File: src/rtl/motion_pkg.sv
// Shared types and default tuning constants for the player vertical-motion controller.
package motion_pkg;

  typedef enum logic [1:0] {
    ST_REST = 2'd0,
    ST_RISE = 2'd1,
    ST_FALL = 2'd2,
    ST_LAND = 2'd3
  } motion_state_t;

  typedef logic signed [9:0] vel_t;

  localparam int JUMP_V0_DEF     = 8;
  localparam int GRAVITY_DIV_DEF = 2;
  localparam int MAX_FALL_DEF    = 8;
  localparam int LAND_HOLD_DEF   = 6;
  localparam int VEL_ABS_MAX     = 511;

endpackage

File: src/rtl/gravity_timer.sv
// Frame-tick divider: emits one step pulse every DIV enabled ticks; clear restarts the count.
module gravity_timer #(
  parameter int DIV = 2
) (
  input  logic clk,
  input  logic Reset,
  input  logic en_i,
  input  logic clr_i,
  output logic step_o
);

  localparam int CW = (DIV > 1) ? $clog2(DIV) : 1;
  localparam logic [CW-1:0] LAST = CW'(DIV - 1);

  logic [CW-1:0] cnt_q;
  logic [CW-1:0] cnt_d;
  logic          at_last;

  assign at_last = (cnt_q == LAST);
  assign step_o  = en_i & ~clr_i & at_last;

  // Next count: clear wins over counting.
  always_comb begin
    cnt_d = cnt_q;
    if (clr_i) begin
      cnt_d = '0;
    end else if (en_i) begin
      cnt_d = at_last ? '0 : cnt_q + CW'(1);
    end else begin
      cnt_d = cnt_q;
    end
  end

  // Counter register.
  always_ff @(posedge clk or posedge Reset) begin
    if (Reset) begin
      cnt_q <= '0;
    end else begin
      cnt_q <= cnt_d;
    end
  end

endmodule

File: src/rtl/player_motion_ctrl.sv
// Player jump/fall controller stepping once per video frame.
// Optional air jump enabled by defining PLAYER_DOUBLE_JUMP_EN.
module player_motion_ctrl
  import motion_pkg::*;
#(
  parameter int JUMP_V0     = JUMP_V0_DEF,
  parameter int GRAVITY_DIV = GRAVITY_DIV_DEF,
  parameter int MAX_FALL    = MAX_FALL_DEF,
  parameter int LAND_HOLD   = LAND_HOLD_DEF
) (
  input  logic       clk,
  input  logic       Reset,
  input  logic       frame_tick,
  input  logic       jump,
  input  logic       on_ground,
  output logic [9:0] y_motion,
  output logic       jmp,
  output logic [1:0] state_o
);

  if (JUMP_V0 < 1 || JUMP_V0 > VEL_ABS_MAX) begin : g_bad_jump_v0
    $error("JUMP_V0 must be in 1..511");
  end
  if (MAX_FALL < 1 || MAX_FALL > VEL_ABS_MAX) begin : g_bad_max_fall
    $error("MAX_FALL must be in 1..511");
  end
  if (GRAVITY_DIV < 1) begin : g_bad_grav_div
    $error("GRAVITY_DIV must be at least 1");
  end
  if (LAND_HOLD < 1) begin : g_bad_land_hold
    $error("LAND_HOLD must be at least 1");
  end

  localparam int   LW        = (LAND_HOLD > 1) ? $clog2(LAND_HOLD) : 1;
  localparam vel_t JUMP_VEL  = vel_t'(-JUMP_V0);
  localparam vel_t MAX_VEL   = vel_t'(MAX_FALL);
  localparam logic [LW-1:0] LAND_LAST = LW'(LAND_HOLD - 1);

  motion_state_t state_q;
  vel_t          vel_q;
  logic          jmp_q;
  logic          jump_prev_q;
  logic          pending_q;
  logic [LW-1:0] land_cnt_q;

  logic jump_edge;
  logic pend_now;
  logic airborne;
  logic landing;
  logic air_jump_take;
  logic grav_en;
  logic grav_clr;
  logic grav_step;
  vel_t vel_inc;

  // An edge arriving in the tick cycle itself is honoured by that tick.
  assign jump_edge = jump & ~jump_prev_q;
  assign pend_now  = pending_q | jump_edge;
  assign airborne  = (state_q == ST_RISE) || (state_q == ST_FALL);
  assign landing   = (state_q == ST_FALL) && on_ground;
  assign vel_inc   = vel_q + vel_t'(1);

`ifdef PLAYER_DOUBLE_JUMP_EN
  logic air_used_q;

  // Air-jump eligibility: landing has priority, one air jump per flight.
  always_comb begin
    if (airborne && pend_now && !air_used_q && !landing) begin
      air_jump_take = 1'b1;
    end else begin
      air_jump_take = 1'b0;
    end
  end

  // Air jump budget, restored on touchdown.
  always_ff @(posedge clk or posedge Reset) begin
    if (Reset) begin
      air_used_q <= 1'b0;
    end else if (frame_tick && landing) begin
      air_used_q <= 1'b0;
    end else if (frame_tick && air_jump_take) begin
      air_used_q <= 1'b1;
    end else begin
      air_used_q <= air_used_q;
    end
  end
`else
  assign air_jump_take = 1'b0;
`endif

  assign grav_en  = frame_tick & airborne;
  assign grav_clr = frame_tick & (~airborne | air_jump_take | landing);

  gravity_timer #(
    .DIV(GRAVITY_DIV)
  ) u_gravity_timer (
    .clk   (clk),
    .Reset (Reset),
    .en_i  (grav_en),
    .clr_i (grav_clr),
    .step_o(grav_step)
  );

  // Motion FSM with registered velocity, airborne flag and pending jump.
  always_ff @(posedge clk or posedge Reset) begin
    if (Reset) begin
      state_q     <= ST_REST;
      vel_q       <= '0;
      jmp_q       <= 1'b0;
      jump_prev_q <= 1'b0;
      pending_q   <= 1'b0;
      land_cnt_q  <= '0;
    end else begin
      jump_prev_q <= jump;
      if (frame_tick) begin
        pending_q <= 1'b0;
        case (state_q)
          ST_REST: begin
            if (pend_now) begin
              vel_q   <= JUMP_VEL;
              state_q <= ST_RISE;
              jmp_q   <= 1'b1;
            end else if (!on_ground) begin
              vel_q   <= vel_t'(1);
              state_q <= ST_FALL;
              jmp_q   <= 1'b1;
            end else begin
              vel_q <= '0;
              jmp_q <= 1'b0;
            end
          end
          ST_RISE: begin
            if (air_jump_take) begin
              vel_q <= JUMP_VEL;
            end else if (grav_step) begin
              vel_q <= vel_inc;
              if (vel_inc == vel_t'(0)) begin
                state_q <= ST_FALL;
              end
            end
          end
          ST_FALL: begin
            if (landing) begin
              vel_q      <= '0;
              jmp_q      <= 1'b0;
              land_cnt_q <= '0;
              state_q    <= ST_LAND;
            end else if (air_jump_take) begin
              vel_q   <= JUMP_VEL;
              state_q <= ST_RISE;
            end else if (grav_step && (vel_q < MAX_VEL)) begin
              vel_q <= vel_inc;
            end
          end
          ST_LAND: begin
            vel_q <= '0;
            jmp_q <= 1'b0;
            if (land_cnt_q == LAND_LAST) begin
              land_cnt_q <= '0;
              state_q    <= ST_REST;
            end else begin
              land_cnt_q <= land_cnt_q + LW'(1);
            end
          end
          default: begin
            state_q <= ST_REST;
            vel_q   <= '0;
            jmp_q   <= 1'b0;
          end
        endcase
      end else begin
        pending_q <= pend_now;
      end
    end
  end

  assign y_motion = vel_q;
  assign jmp      = jmp_q;
  assign state_o  = state_q;

endmodule

File: config.mk
export PLATFORM = sky130hd
export DESIGN_NAME = player_motion_ctrl
export DESIGN_NICKNAME = d
export VERILOG_FILES = /design/src/rtl/motion_pkg.sv /design/src/rtl/gravity_timer.sv /design/src/rtl/player_motion_ctrl.sv
export SDC_FILE = /design/constraint.sdc
export NUM_CORES = 1
export LEC_CHECK = 0
export ABC_AREA = 1
export BUFFER_PORTS_ARGS = -buffer_cell sky130_fd_sc_hd__buf_2
export CAP_MARGIN = 20
export CORE_MARGIN = 10
export CORE_UTILIZATION = 40
export DETAILED_ROUTE_END_ITERATION = 8
export PLACE_DENSITY_LB_ADDON = 0.15
export SYNTH_ARGS = -nofsm -noshare
export SYNTH_HDL_FRONTEND = slang
export SYNTH_SLANG_ARGS = --single-unit
File: constraint.sdc
create_clock -name clk -period 3.4 [get_ports clk]
set_input_delay 0.68 -clock clk [delete_from_list [all_inputs] [get_ports clk]]
set_output_delay 0.68 -clock clk [all_outputs]
set_load 0.02 [all_outputs]
## Word level (Yosys, flattened, before mapping)

Cells that the tools add are included.

- Flip-flop bits (word level): 19
- Logic and storage cells: 67

- Add/subtract/negate cells: 3
- Order comparisons: 1
- Eq/ne operators: 10
- Muxes and demuxes: 24
- Bitwise logic cells: 10
- Reduce and logical (&&, ||, !) cells: 12

Operators with widths:

| kind | number |
|---|---|
| 10-bit two-way mux | 4 |
| 10-bit case mux with 4 select lines | 1 |
| 2-bit two-way mux | 6 |
| 10-bit by 2-bit adder with 10-bit output, second input constant | 1 |
| 10-bit logical NOT | 1 |
| 10-bit by 5-bit less-than comparator with 1-bit output, second input constant | 1 |
| 3-bit AND reduction | 3 |
| 1-bit two-way mux | 8 |
| 2-bit case mux with 4 select lines | 1 |
| 3-bit two-way mux | 2 |
| 2-bit != test, second input constant | 3 |
| 3-bit case mux with 2 select lines | 1 |
| 6-bit AND reduction | 1 |
| 1-bit bitwise AND | 5 |
| 2-bit == test, second input constant | 2 |
| 2-bit nonzero test | 2 |
| 3-bit by 1-bit adder with 3-bit output, second input constant | 1 |
| 3-bit == test, second input constant | 1 |
| 3-bit by 2-bit != test with 1-bit output, second input constant | 1 |
| 3-bit != test, second input constant | 1 |
| 1-bit inverter | 3 |
| 1-bit case mux with 3 select lines | 1 |
| 3-bit nonzero test | 1 |
| 2-bit by 1-bit == test with 1-bit output, second input constant | 1 |
| 6 further kinds | 8 |

## Longest topological paths before layout

- Word-level depth: 12
- Gate-level depth with buffers: 13
- Depth with buffers taken out: 13

## Modules after synthesis

A second synthesis with hierarchy kept.

- Cells, all modules: 190
- Area, all modules: 1292.5 sq um

Modules (own cells, without submodules):

| module | instances | cells an instance | area each (sq um) | sequential area each (sq um) |
|---|---|---|---|---|
| player_motion_ctrl | 1 | 182 | 1238.7 | 450.4 |
| gravity_timer | 1 | 8 | 53.8 | 25.0 |

## Least setup slack after synthesis

OpenSTA, ideal clock, no wires.

- Path type: reg-to-reg
- Start: register state_q[0] (netlist: state_o[0])
- End: register vel_q[9] (netlist: y_motion[9])
- Setup time: 0.122 ns
- Data arrival time: 1.720 ns
- Data required time: 3.278 ns
- Slack: 1.558 ns
- Cell stages (with the launch flop): 9
- Period minus slack after synthesis: 1.842 ns
- Cell sequence: dfrtp_1 -> inv_1 -> ha_1 -> inv_2 -> nor2_4 -> o21ai_0 -> inv_1 -> a21oi_1 -> a21oi_1

- Cells in the longest elaborated chain, start to end: 11
- Elaborated cells between the ends (all ways): 19
- Classes of those cells: eq/ne: 5; mux: 2; bitwise: 7; reduce/logical: 5

Ends and longest elaborated chain:

| element | RTL line | RTL |
|---|---|---|
| start, declared | player_motion_ctrl.sv:39 | `motion_state_t state_q;` |
| start signal, assigned | player_motion_ctrl.sv:107 | `state_q <= ST_REST;` |
| start signal, assigned | player_motion_ctrl.sv:121 | `state_q <= ST_RISE;` |
| start signal, assigned | player_motion_ctrl.sv:125 | `state_q <= ST_FALL;` |
| 2-bit by 1-bit == test with 1-bit output or 2-bit == test (tied branches) | player_motion_ctrl.sv:59, player_motion_ctrl.sv:117, player_motion_ctrl.sv:60 |  |
| 1-bit logical OR | player_motion_ctrl.sv:59 | `assign airborne = (state_q == ST_RISE) \|\| (state_q == ST_FALL);` |
| 1-bit inverter | player_motion_ctrl.sv:92 | `assign grav_clr = frame_tick & (~airborne \| air_jump_take \| landing);` |
| 1-bit bitwise OR | player_motion_ctrl.sv:92 |  |
| 1-bit bitwise AND | player_motion_ctrl.sv:92 |  |
| 1-bit inverter | gravity_timer.sv:20 | `assign step_o = en_i & ~clr_i & at_last;` |
| 1-bit bitwise AND (2 in a row) | gravity_timer.sv:20 |  |
| 1-bit logical AND | player_motion_ctrl.sv:151 | `end else if (grav_step && (vel_q < MAX_VEL)) begin` |
| 3-bit by 2-bit != test with 1-bit output (no source line) | -- |  |
| 3-bit AND reduction (no source line) | -- |  |
| end signal, assigned | player_motion_ctrl.sv:124 | `vel_q <= vel_t'(1);` |
| end signal, assigned | player_motion_ctrl.sv:136 | `vel_q <= vel_inc;` |
| end signal, assigned | player_motion_ctrl.sv:152 | `vel_q <= vel_inc;` |
| end, declared | player_motion_ctrl.sv:40 | `vel_t vel_q;` |

Several ways; a longest one is shown, not always the timed one.
A chain may end at the register's enable or synchronous reset.

## Worst setup path in the final report

Same ends and word-level chain as after synthesis.

==> summary.md <==
| Metric | Value |
|---|---|
| Status | completed |
| Yosys warning count | 0 |
| Synth area leader | dfrtp_1 |
| Max-cap violations | 0 |
| Most common cell in the netlist | nand2_1 |
| Clock skew | between 0.004 and 0.005 ns |
| Worst min path class | primary input to async pin |
| Endpoints failing hold | 0 |
| Final WS setup | 1.354 ns |
| Worst Path Arrival | about 2.2 ns |
| Worst flop-to-flop path startpoint | state_o[0]$_DFFE_PP0P_ |
| DR iter-0 viols | 90 |
| Drt wl/cell | 11.97 um |
| Via/cell ratio | 4.945 |
| Clock Latency Late Sink | 0.30 ns |
| CP Launch Type | flop |
| Nets | about 210 |
| Relative slew slack | 49.52% |
| Mean post-synth cell area | 7.306 um2 |
| Post-place setup slack | 1.382 ns |
| Fmax | 488.7 MHz |
| Die width | about 76 um |
| Post-CTS setup buffer count | 0 |
| Gr ovfl total | 0 |
| Setup tns final | 0 ns |
| Placed insts | roughly 230 |
| CTS resizes | 0 |
| Layout area overhead | 12.30% |
| Die area | 5833 um2 |
| First-pass GRT wire length | 4857 um |
| Post-synthesis sequential area ratio | 37.40% |
| Post-Synthesis Cells | 174 |
| IO Count | 18 |
| Leakage power | roughly 0.75 nW |
| Top cell type's share of synthesized area | 37.40% |
| Sink Count | 19 |
| Synth cell types | 24 |
| Number of global-route vias before repair | 1149 |
| Root buffer cell | clkbuf_4 |
| Ratio of cells with drive above 1 in the final layout | approximately 16% |
| Die Y-Extent | 76.38 um |
| Worst R2R Setup Slack | around 1.4 ns |
| CTS H-Tree Depth | 1 |
| Critical Path Fanout Max | 7 |
| CTS Hold Bufs | 0 |
| Minimum clock period | 2.046 ns |
| Pin count of the biggest net entering global routing | 20 |
| Cell Area, Synth | 1271 um2 |
| Critical path class | flop to flop |
| Tcrit/Tclk final | 60.18% |
| Antenna cells | 0 |
| Reg2Reg Depth | 8 |
| Gr usage total | 9.714% |
| Worst-path clk slew | about 0.11 ns |
| Final setup viols | 0 |
| Core Area | 3053 um2 |
| Finished Layout Cells | about 240 |
| # port buffers | 17 |
| Finished Core Util | 46.76% |
| Ys flop type | dfrtp_1 |
| Antenna violations before repair | 0 |
| Final hold slack | 0.4850 ns |
| WP data required | 3.59 ns |
| Number of synthesized flops with an enable pin | 0 |
| Syn Nets | roughly 190 |
| Detailed Routing Iterations Pass 1 | 4 |
| CTS Buffer Depth | 2 |
| RSZ-0062 raised after global routing | no |
| DRC errors left | 0 |
| Vias | 1177 |
| Area contributors post-synth | dfrtp_1 37%, nand2_1 14%, inv_1 7.4% |
| Fill count | between 300 and 400 |
| Asr flop ratio synth | 100.0% |
| Placement Rows | 20 |
| Final GP Congestion | 0.8829 |
| CTS tree | built |
| Commonest cells in the synthesized netlist | 46 x nand2_1, 25 x inv_1, 19 x dfrtp_1 |
| Num CTS Buffers | 3 |
| Final ANT Viol Nets | 0 |
| Worst vdd ir | ~0.32 mV |
| Slew Limit Fails | 0 |
| Worst-Margin Slew | 0.7563 ns |
| Final WL | ~2900 um |
| FF-to-FF End | y_motion[9]$_DFFE_PP0P_ |
| Initial Utilization | between 40% and 50% |
| Flops & latches, synth | 19 |
| Crit. End Element | flop |
| P per Cell Area | 752.4 nW/um2 |
| Post-DP HPWL | 2251 um |
stage by stage:
step                      total power [mW]  instance area [um2]
final                                1.074                 1428
after global routing                 1.184                 1428
after CTS                            1.086                 1428
after detailed placement            0.9669                 1400
after global placement              0.9589                 1400
after floorplan                     0.8090                 1271
final cells by class:
cell class | count | area [um2] | area share [%]
Sequential cell | 19 | 475.5 | 33.30
Clock inverter | 1 | 5.005 | 0.3506
Clock buffer | 3 | 22.52 | 1.578
Inverter | 26 | 97.59 | 6.836
Tap cell | 44 | 55.05 | 3.856
Multi-Input combinational cell | 128 | 686.9 | 48.12
Timing Repair Buffer | 17 | 85.08 | 5.960
cells by family (layout without fill, tap and decap cells):
family	Yosys count	in the layout	share of synthesized area, %
and+or+nand+nor	90	90	32.48
AOI/OAI and AO/OA	29	29	13.58
buffers and inverters	27	47	8.563
DFF	19	19	37.40
adders and majority gates	6	6	5.905
xor gates and xnor gates	3	3	2.067
routing by layer:
layer | GRT usage (%) | vias up | wire length, um | part of all wire [%]
met3 | 2.712 | 2 | 153 | 5.4
met2 | 16.92 | 25 | 1383 | 49
met4 | 2.974 | 0 | 19 | 0.67
li1 | - | 605 | - | -
met1 | 11.20 | 545 | 1293 | 45
met5 | 0 | - | 0 | 0
worst max-delay path: stages, from the launching register on:
cell and delay (ns):
dfrtp_1 0.44, inv_1 0.10, ha_1 0.27, inv_2 0.11
nor2_4 0.05, o21ai_0 0.50, inv_1 0.19, a21oi_1 0.19
a21oi_1 0.09
where the power goes:
group          switching (mW)  internal, mW  leakage (nW)
sequential             0.0919         0.299         0.246
combinational           0.378         0.187         0.485
clock                  0.0743        0.0439        0.0177
flip-flops by register name, indices dropped and copies added, names as in the netlist:
| name | cells |
|---|---|
| y_motion | 10 |
| jmp | 1 |
| pending_q | 1 |
| land_cnt_q | 3 |
| state_o | 2 |
| jump_prev_q | 1 |
| u_gravity_timer.at_last | 1 |
cells in the final DEF, fill, tap and decap left out, types with 4 or more instances in the layout:
| cell | count |
|---|---|
| a21oi_1 | 7 |
| inv_1 | 25 |
| o21ai_0 | 13 |
| o21ai_1 | 4 |
| nor2_1 | 14 |
| ha_1 | 6 |
| nand3_1 | 17 |
| nand2_1 | 46 |
| buf_2 | 17 |
| dfrtp_1 | 19 |
how the worst max path moves through the flow:
stage	depth (start not counted)	slack (ns)	startpoint	endpoint
2_1_floorplan	8	1.56	state_o[0]$_DFFE_PP0P_	y_motion[9]$_DFFE_PP0P_
3_3_place_gp	8	1.52	state_o[0]$_DFFE_PP0P_	y_motion[3]$_DFFE_PP0P_
3_5_place_dp	8	1.38	state_o[0]$_DFFE_PP0P_	y_motion[9]$_DFFE_PP0P_
4_1_cts	8	1.36	state_o[0]$_DFFE_PP0P_	y_motion[9]$_DFFE_PP0P_
5_1_grt	8	1.13	state_o[0]$_DFFE_PP0P_	y_motion[9]$_DFFE_PP0P_
6_report	8	1.35	state_o[0]$_DFFE_PP0P_	y_motion[9]$_DFFE_PP0P_
(Power assumes the default switching activity.)
